`src/rtl/enable_sequencer_pkg.sv`:
```
// Shared types and limits for the enable sequencer: FSM state encoding and
// channel-count bounds used to size the channel index.
package enable_sequencer_pkg;

  localparam int MIN_CHANNELS = 1;
  localparam int MAX_CHANNELS = 16;

  // Index must also represent N_CHANNELS itself ("all channels decided").
  localparam int IDX_W = $clog2(MAX_CHANNELS + 1);

  typedef enum logic [1:0] {
    IDLE = 2'd0,
    LOAD = 2'd1,
    WAIT = 2'd2,
    FIRE = 2'd3
  } seq_state_e;

endpackage

```
`src/rtl/sequencer_gap_counter.sv`:
```
// Gap counter for one inter-channel delay: loadable, saturating decrement,
// and a registered-value zero flag.
module sequencer_gap_counter #(
  parameter int DELAY_WIDTH = 16
) (
  input  logic                   clock_i,
  input  logic                   reset_i,
  input  logic                   load_i,
  input  logic [DELAY_WIDTH-1:0] load_val_i,
  input  logic                   dec_i,
  output logic                   zero_o
);

  logic [DELAY_WIDTH-1:0] cnt_q;
  logic [DELAY_WIDTH-1:0] cnt_d;

  always_comb begin
    cnt_d = cnt_q;
    if (load_i) begin
      cnt_d = load_val_i;
    end else if (dec_i && (cnt_q != '0)) begin
      cnt_d = cnt_q - DELAY_WIDTH'(1);
    end
  end

  always_ff @(posedge clock_i) begin
    if (reset_i) begin
      cnt_q <= '0;
    end else begin
      cnt_q <= cnt_d;
    end
  end

  assign zero_o = (cnt_q == '0);

endmodule

```
`src/rtl/enable_sequencer_core.sv`:
```
// Turns each rising edge of the enable stream into an ordered burst of
// single-cycle channel pulses separated by per-channel gaps, flagging overruns.
module enable_sequencer_core
  import enable_sequencer_pkg::*;
#(
  parameter int N_CHANNELS  = 4,
  parameter int DELAY_WIDTH = 16
) (
  input  logic                              clock,
  input  logic                              reset,
  input  logic                              trigger_in,
  input  logic                              sequencer_enable,
  input  logic [N_CHANNELS*DELAY_WIDTH-1:0] delays,
  input  logic [N_CHANNELS-1:0]             channel_mask,
  input  logic                              clear_overrun,
  output logic [N_CHANNELS-1:0]             enable_out,
  output logic                              busy,
  output logic                              overrun_pulse,
  output logic                              overrun_flag
);

  seq_state_e             state_q;
  logic                   trig_q;
  logic [IDX_W-1:0]       idx_q;
  logic [DELAY_WIDTH-1:0] dly_sh_q [N_CHANNELS];
  logic [N_CHANNELS-1:0]  mask_sh_q;
  logic [N_CHANNELS-1:0]  enable_out_q;
  logic                   busy_q;
  logic                   ovr_pulse_q;
  logic                   ovr_flag_q;

  logic                   edge_det;
  logic                   start;
  logic                   ovr_event;
  logic                   active;
  logic                   last_done;
  logic                   fire;
  logic [IDX_W-1:0]       next_idx;
  logic [DELAY_WIDTH-1:0] next_dly;
  logic                   cnt_load;
  logic [DELAY_WIDTH-1:0] cnt_load_val;
  logic                   cnt_dec;
  logic                   cnt_zero;

  assign edge_det  = trigger_in & ~trig_q;
  assign start     = edge_det & sequencer_enable & (state_q == IDLE);
  assign ovr_event = edge_det & sequencer_enable & busy_q;
  assign active    = (state_q != IDLE) & sequencer_enable;
  // idx_q == N_CHANNELS marks the cycle the last pulse is on the output.
  assign last_done = (idx_q == IDX_W'(N_CHANNELS));
  assign fire      = active & ~last_done & cnt_zero;
  assign next_idx  = idx_q + IDX_W'(1);

  always_comb begin
    next_dly = '0;
    for (int i = 0; i < N_CHANNELS; i++) begin
      if (next_idx == IDX_W'(i)) begin
        next_dly = dly_sh_q[i];
      end
    end
  end

  // The first gap is loaded straight from the inputs on the accepted edge so
  // that a zero gap still fires channel 0 two cycles after the edge.
  assign cnt_load     = start | (fire & (next_idx != IDX_W'(N_CHANNELS)));
  assign cnt_load_val = start ? delays[DELAY_WIDTH-1:0] : next_dly;
  assign cnt_dec      = active & ~last_done & ~cnt_zero;

  sequencer_gap_counter #(
    .DELAY_WIDTH (DELAY_WIDTH)
  ) u_gap_counter (
    .clock_i    (clock),
    .reset_i    (reset),
    .load_i     (cnt_load),
    .load_val_i (cnt_load_val),
    .dec_i      (cnt_dec),
    .zero_o     (cnt_zero)
  );

  always_ff @(posedge clock) begin
    if (reset) begin
      state_q      <= IDLE;
      trig_q       <= 1'b1;
      idx_q        <= '0;
      mask_sh_q    <= '0;
      enable_out_q <= '0;
      busy_q       <= 1'b0;
      ovr_pulse_q  <= 1'b0;
      ovr_flag_q   <= 1'b0;
      for (int i = 0; i < N_CHANNELS; i++) begin
        dly_sh_q[i] <= '0;
      end
    end else begin
      trig_q       <= trigger_in;
      ovr_pulse_q  <= ovr_event;
      enable_out_q <= '0;

      // A new overrun beats a simultaneous clear.
      if (ovr_event) begin
        ovr_flag_q <= 1'b1;
      end else if (clear_overrun) begin
        ovr_flag_q <= 1'b0;
      end

      if (start) begin
        state_q   <= LOAD;
        busy_q    <= 1'b1;
        idx_q     <= '0;
        mask_sh_q <= channel_mask;
        for (int i = 0; i < N_CHANNELS; i++) begin
          dly_sh_q[i] <= delays[i*DELAY_WIDTH +: DELAY_WIDTH];
        end
      end else if (state_q != IDLE) begin
        if (!sequencer_enable || last_done) begin
          state_q <= IDLE;
          busy_q  <= 1'b0;
        end else if (fire) begin
          state_q <= FIRE;
          idx_q   <= next_idx;
          for (int i = 0; i < N_CHANNELS; i++) begin
            if (idx_q == IDX_W'(i)) begin
              enable_out_q[i] <= mask_sh_q[i];
            end
          end
        end else begin
          state_q <= WAIT;
        end
      end
    end
  end

  assign enable_out    = enable_out_q;
  assign busy          = busy_q;
  assign overrun_pulse = ovr_pulse_q;
  assign overrun_flag  = ovr_flag_q;

endmodule

```
`config.mk`:
```
export PLATFORM = sky130hd
export DESIGN_NAME = enable_sequencer_core
export DESIGN_NICKNAME = d
export VERILOG_FILES = /design/src/rtl/enable_sequencer_pkg.sv /design/src/rtl/sequencer_gap_counter.sv /design/src/rtl/enable_sequencer_core.sv
export SDC_FILE = /design/constraint.sdc
export NUM_CORES = 1
export LEC_CHECK = 0
export CELL_PAD_IN_SITES_DETAIL_PLACEMENT = 0
export CELL_PAD_IN_SITES_GLOBAL_PLACEMENT = 1
export CORE_MARGIN = 2
export CORE_UTILIZATION = 29
export CTS_CLUSTER_SIZE = 8
export DETAILED_ROUTE_END_ITERATION = 6
export HOLD_SLACK_MARGIN = 0.1
export PLACE_DENSITY_LB_ADDON = 0.2
export REMOVE_ABC_BUFFERS = 1
export SETUP_SLACK_MARGIN = 0.02
export SLEW_MARGIN = 15
export SYNTH_ARGS = -nofsm -noshare
export SYNTH_HDL_FRONTEND = slang
export SYNTH_SLANG_ARGS = --single-unit
```
`constraint.sdc`:
```
create_clock -name clock -period 6.7 [get_ports clock]
set_clock_uncertainty 0.05 [all_clocks]
set_input_delay 0.67 -clock clock [delete_from_list [all_inputs] [get_ports clock]]
set_output_delay 0.67 -clock clock [all_outputs]
set_load 0.03 [all_outputs]
```
==> results.json <==
{
  "p_leak_nw": 2.28,
  "cts_sinks": 99,
  "grt_busiest_layer": "met2",
  "fmax_mhz": 308,
  "maxCapViolations": 0,
  "track_usage_pct": 13.1,
  "async_flop_share_pct": 0,
  "power_density_nw_per_um2": 231,
  "ys_ff_latch": 99,
  "yosys.area.top_type": "edfxtp_1",
  "grt_pass1_vias": 3427,
  "outcome": "finished clean",
  "fin_crit_ns": 3.24,
  "numCtsBuffers": 9,
  "syn_area_sq_um": 4800,
  "dieWidth_um": 133,
  "ant_nets": 0,
  "die_y_um": 133,
  "vias": 3592,
  "antenna_found_initial": 0,
  "dieArea_sq_um": 17600,
  "htree_levels": 3,
  "portBuffers": 79,
  "slowest_stage": "nor2b_2",
  "max_slew_margin_pct": 31.2,
  "setup_viol_count_final": 0,
  "synth_top_area_share_pct": 40.1,
  "utilization_pct": 37.4,
  "cts_tree": "yes",
  "syn_avg_cell_area_sq_um": 10.5,
  "cts_resized": 0,
  "worst_hold_path_type": "flip-flop to flip-flop",
  "floorplan.initialDensity_pct": 29.4,
  "nets": 607,
  "gp_congestion": 0.809,
  "num_antenna_cells": 0,
  "wire_per_inst_um": 15.0,
  "crit_type": "flip-flop to flip-flop",
  "synth-seq-area-share_pct": 54.7,
  "syn_inst": 457,
  "finalMaxSlewViolations": 0,
  "hold_violations": 0,
  "grt_pass1_wl_mm": 17.9,
  "tightest_slew_ns": 1.03,
  "grt-ovfl-total": 0,
  "setup_tns_ns": 0,
  "hold_buffers": 0,
  "dp_hpwl_mm": 7.65,
  "totalWireLength_mm": 11.2,
  "rsz0062_at_grt": "no",
  "cp_cell_sequence": "inv_1 -> ha_1 -> nor2b_2 -> a22oi_1 -> a221o_1 -> o311a_1 -> a311oi_1",
  "worstSkewPairLatency_ns": 0.35,
  "drive_above_1_share_pct": 6.95,
  "synthTopCellsByArea": "edfxtp_1 (40%), dfxtp_1 (15%), and2_1 (8.5%)",
  "worstPathArrival_ns": 3.46,
  "cts.clk_slew.worst_paths_ns": 0.06,
  "pre_cts_ws_ns": 3.23,
  "cts.path.max_buffers": 2,
  "use_met1_pct": 17.2,
  "postCtsSetupBuffers": 0,
  "worst_ep_required_time_ns": 6.91,
  "synthToLayoutAreaGrowth_pct": 27.5,
  "final.setup.worst_slack_ns": 3.46,
  "grt_max_degree": 65,
  "coreArea_sq_um": 16300,
  "fin_crit_sh_pct": 48.4,
  "viasPerCell": 4.78,
  "cp-start-kind": "flip-flop",
  "std_cell_rows": 47,
  "ys_types": 52,
  "worst_setup_path_end_kind": "flip-flop",
  "slowest_delay_ns": 0.86,
  "cts_root_buf": "clkbuf_16",
  "firstDrtPassIters": 4,
  "peakVddDrop_mv": 0.138,
  "grt.met2_usage_pct": 21.0,
  "drc_errors": 0,
  "grtUsageMet3_pct": 3.56,
  "ys.flop_type": "edfxtp_1",
  "yosys_warnings": 0,
  "drtIter0Drc": 214,
  "synth_edf_count": 64,
  "ios": 80,
  "cp_max_fo": 22
}
[flip-flops by register name, summed over array words and instances (netlist names)]
name                 cells
trig_q                   1
idx_q                    5
busy                     1
dly_sh_q                64
enable_out               4
overrun_flag             1
overrun_pulse            1
state_q                  2
mask_sh_q                4
u_gap_counter.cnt_q     16
[cells in the mapped netlist (all sizes together), types with 4 or more instances]
cell type  count
and2          65
edfxtp        64
nor2          40
dfxtp         35
nand2         26
a21oi         23
clkbuf        23
nor3          16
inv           15
a221oi        14
o21ai         12
nor2b         10
xor2           9
a211oi         7
ha             7
and3           6
nor4           6
o22ai          6
xnor2          6
a211o          5
buf            5
nand3          5
or2            4
[cells by family after synthesis]
group | Yosys count | synth area share (%)
flops | 99 | 54.7
buf+inv | 43 | 4.02
simple gates | 195 | 22.1
xor+xnor | 15 | 2.74
fa+ha+maj | 7 | 1.83
compound gates | 97 | 14.4
mux | 1 | 0.209
[placed cells by master (no fill, tap or decap), types with 3 or more instances in the layout]
cell             instances
o211a_1                  3
o221ai_1                 3
nor4_1                   5
buf_4                    8
nor3b_1                  3
inv_1                   15
dfxtp_1                 35
xor2_1                   9
nand3_1                  5
o21a_1                   3
o22ai_1                  6
clkinv_2                 3
edfxtp_1                64
ha_1                     7
nor2b_1                  9
a22oi_1                  3
clkdlybuf4s50_1         79
or2_2                    4
or3_1                    3
a221oi_1                14
xnor2_1                  6
a211oi_1                 7
a31oi_1                  3
nor2_1                  39
and3_1                   6
a21oi_1                 23
nor3_1                  16
clkbuf_16                9
a211o_1                  5
o21ai_0                 11
and2_1                  65
nand2_1                 26
[layer usage]
metal / share of wire [%] / vias to the layer above
met5: 0 / -
met4: 1.6 / 0
met3: 5.2 / 15
met2: 46 / 86
met1: 47 / 1700
li1: - / 1791
[worst paths after layout]
kind	from	end	slack (ns)	cells past startpoint
max	idx_q[0]	u_gap_counter.cnt_q[2]	3.46	7
max reg2reg	idx_q[0]	u_gap_counter.cnt_q[2]	3.46	7
min reg2reg	overrun_flag	overrun_flag	0.40	1
min	overrun_flag	overrun_flag	0.40	1
[critical path: cells and delay by family (launching register included)]
family	cells	cell delay, ns
AO/OA/AOI/OAI	4	1.06
AND/OR/NAND/NOR	1	0.86
adder cells (fa/ha/maj)	1	0.57
flip-flops	1	0.50
buffers and inverters	1	0.11
[through the flow]
stage	hold slack, ns	total power, W	instances	cell area, sq um
global route	0.433	0.00148	752	6120
global placement	0.386	0.000874	736	5800
finish	0.402	0.00141	752	6120
CTS	0.405	0.00143	752	6120
floorplan	0.376	0.000799	429	4660
detailed placement	0.389	0.000876	736	5800
[layout make-up]
| class | count | area (sq um) |
|---|---|---|
| inverter | 15 | 56.3 |
| clock inverter | 7 | 91.3 |
| sequential | 99 | 2620 |
| clock buffer | 9 | 225 |
| timing repair buffer | 87 | 851 |
| tap | 220 | 275 |
| fill | 1657 | 10200 |
| multi-input combinational | 315 | 2000 |
[power breakdown]
part | switching, W | internal (W) | total, W
Combinational | 0.0000825 | 0.0000893 | 0.000172
Clock | 0.000225 | 0.000326 | 0.000552
Sequential | 0.0000136 | 0.000676 | 0.000690
Power figures use the tool's default switching activity.
